`src/rtl/led_matrix_pkg.sv`:
```
// Shared definitions for the LED matrix scanner: scan FSM encoding and default geometry.
package led_matrix_pkg;

  typedef enum logic [1:0] {
    IDLE     = 2'd0,
    SHIFT_LO = 2'd1,
    SHIFT_HI = 2'd2,
    LATCH    = 2'd3
  } scan_state_t;

  localparam int DEFAULT_ROWS = 8;
  localparam int DEFAULT_COLS = 8;

endpackage

```
`src/rtl/led_frame_buffer.sv`:
```
// Double-buffered frame store: active frame being scanned plus a shadow frame waiting
// for the next frame boundary, with a bit-select read port.
module led_frame_buffer
  import led_matrix_pkg::*;
#(
  parameter int ROWS = DEFAULT_ROWS,
  parameter int COLS = DEFAULT_COLS,
  localparam int FRAME_W = ROWS * COLS,
  localparam int IDX_W = $clog2(FRAME_W)
) (
  input  logic               clk,
  input  logic               rst_n,
  input  logic               load_active,
  input  logic               load_shadow,
  input  logic               swap,
  input  logic               discard,
  input  logic [FRAME_W-1:0] frame_in,
  input  logic [IDX_W-1:0]   rd_idx,
  output logic               rd_bit
);

  logic [FRAME_W-1:0] active_q;
  logic [FRAME_W-1:0] shadow_q;
  logic [FRAME_W-1:0] active_d;
  logic               pending_q;

  // The read port looks at the frame that will be active after this edge, so the
  // scanner can register the first bit of a freshly loaded or swapped frame.
  always_comb begin
    active_d = active_q;
    if (load_active) begin
      active_d = frame_in;
    end else if (swap && pending_q) begin
      active_d = shadow_q;
    end
  end

  assign rd_bit = active_d[rd_idx];

  always_ff @(posedge clk or negedge rst_n) begin
    if (!rst_n) begin
      active_q  <= '0;
      shadow_q  <= '0;
      pending_q <= 1'b0;
    end else begin
      active_q <= active_d;
      if (load_shadow) begin
        shadow_q <= frame_in;
      end
      // A capture on the boundary edge survives a swap but not a return to idle.
      if (discard) begin
        pending_q <= 1'b0;
      end else if (load_shadow) begin
        pending_q <= 1'b1;
      end else if (swap) begin
        pending_q <= 1'b0;
      end
    end
  end

endmodule

```
`src/rtl/led_matrix_scanner.sv`:
```
// Row-by-row serialiser for a ROWS x COLS LED matrix driving a 74HC595-style column chain.
// Define LED_MATRIX_BLANK_EN to add the oe_n_out anti-ghosting blanking output.
module led_matrix_scanner
  import led_matrix_pkg::*;
#(
  parameter int ROWS = DEFAULT_ROWS,
  parameter int COLS = DEFAULT_COLS,
  localparam int FRAME_W = ROWS * COLS,
  localparam int ROW_W = $clog2(ROWS),
  localparam int COL_W = $clog2(COLS),
  localparam int IDX_W = $clog2(FRAME_W)
) (
  input  logic               clk_in,
  input  logic               rst_n_in,
  input  logic               tick_in,
  input  logic               start_in,
  input  logic               continuous_in,
  input  logic [FRAME_W-1:0] frame_in,
  output logic               busy_out,
  output logic               done_out,
  output logic               sclk_out,
  output logic               data_out,
  output logic               latch_out,
`ifdef LED_MATRIX_BLANK_EN
  output logic               oe_n_out,
`endif
  output logic [ROWS-1:0]    row_sel_out
);

  scan_state_t      state;
  logic [ROW_W-1:0] row;
  logic [COL_W-1:0] col;
  logic [ROW_W-1:0] rd_row;
  logic [COL_W-1:0] rd_col;
  logic [IDX_W-1:0] rd_idx;
  logic             rd_bit;
  logic             load_active;
  logic             load_shadow;
  logic             frame_end;
  logic             swap;
  logic             discard;

  localparam logic [ROW_W-1:0] LAST_ROW = ROW_W'(ROWS - 1);
  localparam logic [COL_W-1:0] LAST_COL = COL_W'(COLS - 1);

  assign load_active = (state == IDLE) && start_in;
  assign load_shadow = (state != IDLE) && start_in;
  assign frame_end   = (state == LATCH) && tick_in && (row == LAST_ROW);
  assign swap        = frame_end && continuous_in;
  assign discard     = frame_end && !continuous_in;

  // Address of the pixel that becomes current if the FSM advances on this edge.
  always_comb begin
    rd_row = row;
    rd_col = col;
    case (state)
      IDLE: begin
        rd_row = '0;
        rd_col = LAST_COL;
      end
      SHIFT_HI: begin
        if (col != '0) rd_col = col - 1'b1;
      end
      LATCH: begin
        rd_col = LAST_COL;
        rd_row = (row == LAST_ROW) ? '0 : row + 1'b1;
      end
      default: ;
    endcase
    rd_idx = IDX_W'(int'(rd_row) * COLS + int'(rd_col));
  end

  led_frame_buffer #(
    .ROWS(ROWS),
    .COLS(COLS)
  ) u_frame_buffer (
    .clk         (clk_in),
    .rst_n       (rst_n_in),
    .load_active (load_active),
    .load_shadow (load_shadow),
    .swap        (swap),
    .discard     (discard),
    .frame_in    (frame_in),
    .rd_idx      (rd_idx),
    .rd_bit      (rd_bit)
  );

  always_ff @(posedge clk_in or negedge rst_n_in) begin
    if (!rst_n_in) begin
      state       <= IDLE;
      row         <= '0;
      col         <= '0;
      busy_out    <= 1'b0;
      done_out    <= 1'b0;
      sclk_out    <= 1'b0;
      data_out    <= 1'b0;
      latch_out   <= 1'b0;
      row_sel_out <= '0;
`ifdef LED_MATRIX_BLANK_EN
      oe_n_out    <= 1'b1;
`endif
    end else begin
      done_out <= 1'b0;
      case (state)
        IDLE: begin
          if (start_in) begin
            state    <= SHIFT_LO;
            busy_out <= 1'b1;
            row      <= '0;
            col      <= LAST_COL;
            sclk_out <= 1'b0;
            data_out <= rd_bit;
`ifdef LED_MATRIX_BLANK_EN
            oe_n_out <= 1'b1;
`endif
          end
        end
        SHIFT_LO: begin
          if (tick_in) begin
            state    <= SHIFT_HI;
            sclk_out <= 1'b1;
`ifdef LED_MATRIX_BLANK_EN
            oe_n_out <= 1'b1;
`endif
          end
        end
        SHIFT_HI: begin
          if (tick_in) begin
            sclk_out <= 1'b0;
            if (col == '0) begin
              state       <= LATCH;
              latch_out   <= 1'b1;
              data_out    <= 1'b0;
              row_sel_out <= ROWS'(1) << row;
            end else begin
              state    <= SHIFT_LO;
              col      <= col - 1'b1;
              data_out <= rd_bit;
            end
          end
        end
        LATCH: begin
          if (tick_in) begin
            latch_out <= 1'b0;
            col       <= LAST_COL;
`ifdef LED_MATRIX_BLANK_EN
            oe_n_out  <= 1'b0;
`endif
            if (row != LAST_ROW) begin
              state    <= SHIFT_LO;
              row      <= row + 1'b1;
              data_out <= rd_bit;
            end else if (continuous_in) begin
              state    <= SHIFT_LO;
              row      <= '0;
              data_out <= rd_bit;
            end else begin
              state    <= IDLE;
              busy_out <= 1'b0;
              done_out <= 1'b1;
            end
          end
        end
        default: state <= IDLE;
      endcase
    end
  end

endmodule

```
`config.mk`:
```
export PLATFORM = sky130hd
export DESIGN_NAME = led_matrix_scanner
export DESIGN_NICKNAME = d
export VERILOG_FILES = /design/src/rtl/led_matrix_pkg.sv /design/src/rtl/led_frame_buffer.sv /design/src/rtl/led_matrix_scanner.sv
export SDC_FILE = /design/constraint.sdc
export NUM_CORES = 1
export LEC_CHECK = 0
export ABC_AREA = 1
export BUFFER_PORTS_ARGS = -buffer_cell sky130_fd_sc_hd__buf_2
export CAP_MARGIN = 30
export CORE_ASPECT_RATIO = 0.8
export CORE_MARGIN = 10
export CORE_UTILIZATION = 50
export CTS_CLUSTER_SIZE = 12
export DETAILED_ROUTE_END_ITERATION = 8
export HOLD_SLACK_MARGIN = 0.15
export PLACE_DENSITY_LB_ADDON = 0.08
export SYNTH_ARGS = -nofsm -noshare
export SYNTH_HDL_FRONTEND = slang
export SYNTH_SLANG_ARGS = --single-unit
```
`constraint.sdc`:
```
create_clock -name clk_in -period 3.7 [get_ports clk_in]
set_clock_uncertainty 0.2 [all_clocks]
set_input_delay 0 -clock clk_in [delete_from_list [all_inputs] [get_ports clk_in]]
set_output_delay 0 -clock clk_in [all_outputs]
set_load 0.05 [all_outputs]
```
==> flow_summary.toml, run 1 <==
[worst_setup_path]
start_kind = "register"
cp_common_cell = "nand2_1"
crit_slowest_cell = "ha_1"
crit_fanout = 32
rr_endpoint = "data_out$_DFFE_PN0P_"
reg2regPathDepth = 16
worstReg2RegStart = "state[0]$_DFFE_PN0P_"
cp.required_ps = 3810
worst_path_largest_cell_delay_ps = 500
arrival_ps = 3270
crit_chain = "inv_1, ha_1, nand2_1, nand2_1, nand2_1, inv_1, buf_4, nand2_1, nand3_1, nand3_1, nand3_1, nand3_1, nand3_1, nand2_1, nand2_1, nand2_1"
path_class = "register to register"
r2r_setup_slack_ps = 540
cp-end-kind = "register"

[sta]
relSlewSlack = 0.4044
finalMaxSlewViolations = 0
setup_tns_ps = 0
fin_crit_sh = 0.8529
hold_violations = 0
min_period_ps = 3156
rsz0062_at_grt = "no"
fmax_ghz = 0.3169
worst_pin_slew_ps = 893.4
setup_viol = 0

[grt]
grt_usage = 0.2164
grt_max_degree = 82
grt_pass1_vias = 6881
grt_pass1_wl_microns = 35530
overflow = 0
antenna_found_initial = 0

[synthesis]
yosysMostFrequentCell = "nand2_1"
synth.top_cells.by_area = "dfrtp_1 (49%), nand2_1 (17%), nand3_1 (10%), inv_1 (7.5%), o21ai_0 (3.3%)"
synthFlopType = "dfrtp_1"
synthDistinctLibCells = 33
synth_edf_count = 0
ys_ff_latch = 150
ys_warn_count = 0
synth_area_sq_mm = 0.007691
syn_inst = 1045
synthArstFlopShare = 1.000
yosys.area.top_type = "dfrtp_1"
synth_top_area_frac = 0.4880
synth_area_per_cell_sq_um = 7.360
ys_seq_area_frac = 0.4880
syn_nets = 1127
ys_top_cells_by_count = "nand2_1 (344), nand3_1 (155), inv_1 (153), dfrtp_1 (150), nor2_1 (54)"

[floorplan]
dieHeight_microns = 130.9
start_util = 0.5105
io_pins = 82
dieArea_sq_mm = 0.02077
coreArea_sq_mm = 0.01506
die_x_microns = 158.7
rows = 40

[power]
vdd_drop_max_v = 0.0004444
leakage_nw = 5.308
power_density_mw_per_mm2 = 882.9

[clock_network]
cts_max_path_buffers = 2
clkTransAtPathRegs_ps = 60
cts.sinks = 150
cts_tree = "yes"
post_cts_buffers = 0
clk_latency_ps = 420
cts_inserted_buffers = 17
cts-root-buf = "clkbuf_16"
ctsHtreeMaxLevel = 4

[detailed_routing]
route.vias.total = 7094
drt_iter0_drc = 669
ant_nets = 0
drt_wl_total_microns = 21540
drc = 0
wl_per_cell_microns = 15.20
drtPass1Iterations = 5
via_per_inst = 5.006

[finish]
drive_above_1_share = 0.1135
diodes = 0
fin_nets = 1277
post-route-util = 0.6466
syn_to_final_growth_pct = 26.65
fillers = 1312

[worst_hold_path]
min_from = "frame_in[41]"
holdPathEnd = "u_frame_buffer.active_q[41]$_DFF_PN0_"
min_path_cells = 4
hp-class = "input pin to register"

[placement]
dpl.hpwl_microns = 13860
place_congestion = 0.8654
place.port_buffers = 81

[flow_run]
max_cap_viol_count = 0

[outcome]
status = "completed"
[cells in the final DEF (no fill, tap or decap), types with 2 or more instances in the layout]
cell / Yosys / routed
o21ai_0: 50 / 50
ha_1: 13 / 13
bufinv_16: 0 / 2
inv_1: 153 / 153
nand3_1: 155 / 155
dlygate4sd3_1: 0 / 83
nand2_1: 344 / 343
buf_2: 11 / 80
clkinv_2: 0 / 5
nor2_1: 54 / 54
buf_4: 8 / 9
clkbuf_8: 0 / 3
and2_1: 4 / 4
o22ai_1: 2 / 2
buf_12: 0 / 5
nor3_1: 3 / 3
a21oi_1: 48 / 48
clkbuf_16: 0 / 17
nand2_2: 2 / 3
dfrtp_1: 150 / 150
clkinv_1: 2 / 2
clkbuf_1: 25 / 2
nor2_4: 2 / 2
[power breakdown]
part           switching, mW  leakage (nW)  total (mW)  internal (mW)
Combinational           2.80          3.23        4.21           1.41
Sequential             0.283          1.79        2.67           2.39
Clock                  0.678         0.286        1.72           1.04
Total                   3.76          5.31        8.60           4.84
[critical path: cells and delay by family (launching register included)]
family                   cells  cell delay, ps
flip-flops                   1             410
adder cells (fa/ha/maj)      1             500
buffers and inverters        3             590
AND/OR/NAND/NOR             12            1340
[state kept, by name (all words and copies together) (netlist names)]
name	count
u_frame_buffer.shadow_q	64
col	3
data_out	1
state	2
latch_out	1
u_frame_buffer.active_q	64
sclk_out	1
row	3
busy_out	1
u_frame_buffer.pending_q	1
done_out	1
row_sel_out	8
[cell type report]
class | count | area [sq um] | area share
sequential | 150 | 3754 | 0.3854
multi-input combinational | 691 | 3126 | 0.3209
tap | 210 | 262.8 | 0.02697
timing repair buffer | 179 | 1438 | 0.1476
clock buffer | 22 | 474.2 | 0.04868
inverter | 156 | 585.6 | 0.06012
clock inverter | 9 | 101.3 | 0.01040
[worst max-delay path by stage]
stage	from	endpoint	slack (ps)	depth (start not counted)
final	state[0]$_DFFE_PN0P_	data_out$_DFFE_PN0P_	540	16
after detailed placement	state[0]$_DFFE_PN0P_	data_out$_DFFE_PN0P_	610	16
after global placement	state[0]$_DFFE_PN0P_	data_out$_DFFE_PN0P_	690	16
after CTS	state[0]$_DFFE_PN0P_	data_out$_DFFE_PN0P_	590	16
after global routing	state[0]$_DFFE_PN0P_	data_out$_DFFE_PN0P_	280	16
after floorplan	row[0]$_DFFE_PN0P_	data_out$_DFFE_PN0P_	1360	17
[through the flow]
step	hold slack, ps	area [sq um]	cells	setup WS [ps]	power (mW)
floorplan	-495.6	7691	1045	1360	5.573
global placement	-138.7	8307	1302	689.7	6.695
detailed placement	-145.3	8307	1302	611.6	6.762
CTS	151.1	9741	1417	586.8	8.604
global route	189.3	9741	1417	280.7	9.340
finish	163.7	9741	1417	544.2	8.600
[repair_timing]
| item | 4_1_cts | 5_1_grt |
|---|---|---|
| endpoints found under the hold margin | 300 | 0 |
| hold buffers | 84 | 0 |
| resized for setup | 0 | 0 |
[kinds of logic after synthesis]
kind of cell / Yosys count / share of synthesized area
buf+inv: 204 / 0.1062
xor+xnor: 1 / 0.001139
flops: 150 / 0.4880
fa+ha+maj: 13 / 0.02115
simple gates: 569 / 0.3096
compound gates: 108 / 0.07386
[routing by layer]
metal  track usage  vias up  wire length (microns)
met1        0.3072     3342                  10480
met5             0        -                      0
met3       0.06109       17                   1474
met4       0.04622        0                    181
met2        0.3226      192                   9400
li1              -     3543                      -
Note: power is estimated with default switching activity, not from simulation.
==> run 2, diff against run 1 <==
- clock period: 3.7 -> 3.5 ns (I/O delays scaled with it)
==> run 2 against run 1 <==
Effect of this change:
- via count rose by 1.9%
- power grew 12%
- sequential share of layout area down 2.0 points
- critical endpoint is now u_frame_buffer.active_q[45]$_DFF_PN0_
- largest cell class unchanged
- die area is the same
==> flow_summary.toml, run 2 (synthesis gave the netlist of run 1 again) <==
[sta]
hold_violations = 0
rsz0062_at_grt = "no"
whs_ps = 177.2
worst_pin_slew_ps = 707.7
fmax_ghz = 0.3384
fin_crit_sh = 0.8444
setup_tns_ps = 0
finalMaxSlewViolations = 0
relSlewSlack = 0.5232
setup_viol = 0
min_period_ps = 2955

[placement]
placed_cell_area_sq_mm = 0.008347
place.port_buffers = 81
place_congestion = 0.8601
dpl.hpwl_microns = 13850

[finish]
diodes = 0
post-route-util = 0.6811
mostFrequentLayoutCells = "nand2_1 (343), nand3_1 (155), inv_1 (153)"
fillers = 1266
mostFrequentLayoutCell = "nand2_1"
regArea_sq_mm = 0.003754
fin_nets = 1320
reg_top3 = "u_frame_buffer.active_q (64), u_frame_buffer.shadow_q (64), row_sel_out (8)"
multiInputGateArea_sq_mm = 0.003126
post-route-cell-area_sq_mm = 0.01026
syn_to_final_growth_pct = 33.41
drive_above_1_share = 0.1111

[detailed_routing]
wirelength_met1_microns = 10560
wl_met2_microns = 10040
wl_per_cell_microns = 15.26
drtPass1Iterations = 6
wl_met3_microns = 1448
route.vias.total = 7230
drt_wl_total_microns = 22300
drt_iter0_drc = 640
drc = 0
route.top_layer_used = "met4"
ant_nets = 0
via_per_inst = 4.949

[floorplan]
dieHeight_microns = 130.9
die_x_microns = 158.7
start_util = 0.5105
rows = 40
io_pins = 82
dieArea_sq_mm = 0.02077
coreArea_sq_mm = 0.01506

[clock_network]
clk_latency_ps = 420
post_cts_buffers = 0
cts_tree = "yes"
cts_max_path_buffers = 2
cts-root-buf = "clkbuf_16"
ctsHtreeMaxLevel = 4
cts_inserted_buffers = 17
cts.sinks = 150
clkTransAtPathRegs_ps = 60
cts_resized = 0

[power]
leakage_nw = 5.493
fin_total_pwr_mw = 9.642
vdd_drop_max_v = 0.0004744
power_density_mw_per_mm2 = 939.6

[worst_setup_path]
start_kind = "register"
cp.required_ps = 3660
cp-end-kind = "register"
arrival_ps = 3120
crit_fanout = 49
crit_chain = "inv_1, ha_1, nand2_2, inv_1, buf_12, nand2_1, dlygate4sd3_1, nand2_1, dlygate4sd3_1"
worst_path_largest_cell_delay_ps = 590
crit_slowest_cell = "dlygate4sd3_1"
path_class = "register to register"

[grt]
antenna_found_initial = 0
grt_pass1_vias = 7060
grt_max_degree = 67
overflow = 0
grt_usage = 0.2228
grt_pass1_wl_microns = 36510

[outcome]
status = "completed"

[worst_hold_path]
hp-class = "input pin to register"

[flow_run]
max_cap_viol_count = 0
[run 2: cell count changes in the layout (fill, tap and decap cells not counted), moves of 2 or more]
cell	change
clkbuf_8	+2
buf_12	+2
dlygate4sd3_1	+41
bufinv_16	+2
clkinv_2	-4
[run 2: power breakdown]
part           switching (mW)  internal, mW
Sequential              0.304          2.53
Combinational            3.05          1.76
Clock                   0.711          1.29
Total                    4.06          5.58
[run 2: area by class of cell]
type                    instances  share of cell area
repair buffers                222              0.1840
inverters                     156             0.05707
well taps                     210             0.02561
flip-flops and latches        150              0.3658
multi-input cells             691              0.3046
clock buffers                  25             0.04926
clock inverters                 7             0.01366
[run 2: layer usage]
| layer | global-route usage | up-vias |
|---|---|---|
| met3 | 0.05260 | 21 |
| met2 | 0.3421 | 209 |
| met5 | 0 | - |
| met4 | 0.05383 | 0 |
| met1 | 0.3122 | 3361 |
| li1 | - | 3639 |
[run 2: path summary, 6_finish.rpt]
kind / slack (ps) / to / from / cells past startpoint
hold reg to reg: 270 / row_sel_out[0]$_DFFE_PN0P_ / row_sel_out[0]$_DFFE_PN0P_ / 2
hold / removal: 180 / u_frame_buffer.shadow_q[57]$_DFFE_PN0P_ / frame_in[57] / 4
max in group asynchronous: 2130 / u_frame_buffer.active_q[6]$_DFF_PN0_ / rst_n_in / 4
setup / recovery: 540 / u_frame_buffer.active_q[45]$_DFF_PN0_ / state[1]$_DFFE_PN0P_ / 9
min in group asynchronous: 490 / u_frame_buffer.shadow_q[38]$_DFFE_PN0P_ / rst_n_in / 4
setup reg to reg: 540 / u_frame_buffer.active_q[45]$_DFF_PN0_ / state[1]$_DFFE_PN0P_ / 9
[run 2: stage by stage]
stage	std cells	worst slack [ps]
3_3_place_gp	1304	635.8
2_1_floorplan	1045	1160
4_1_cts	1461	552.5
6_report	1461	544.6
3_5_place_dp	1304	627.5
5_1_grt	1461	317.4
[run 2: timing repair]
item	CTS	global route
hold endpoints to repair	300	0
endpoints found under the setup margin	0	0
hold buffers	125	0
[run 2: worst max-delay path, delay by kind of cell (launching register included)]
kind / cells / cell delay (ps)
simple gates: 3 / 330
flops: 1 / 410
fa+ha+maj: 1 / 280
buf+inv: 5 / 1620
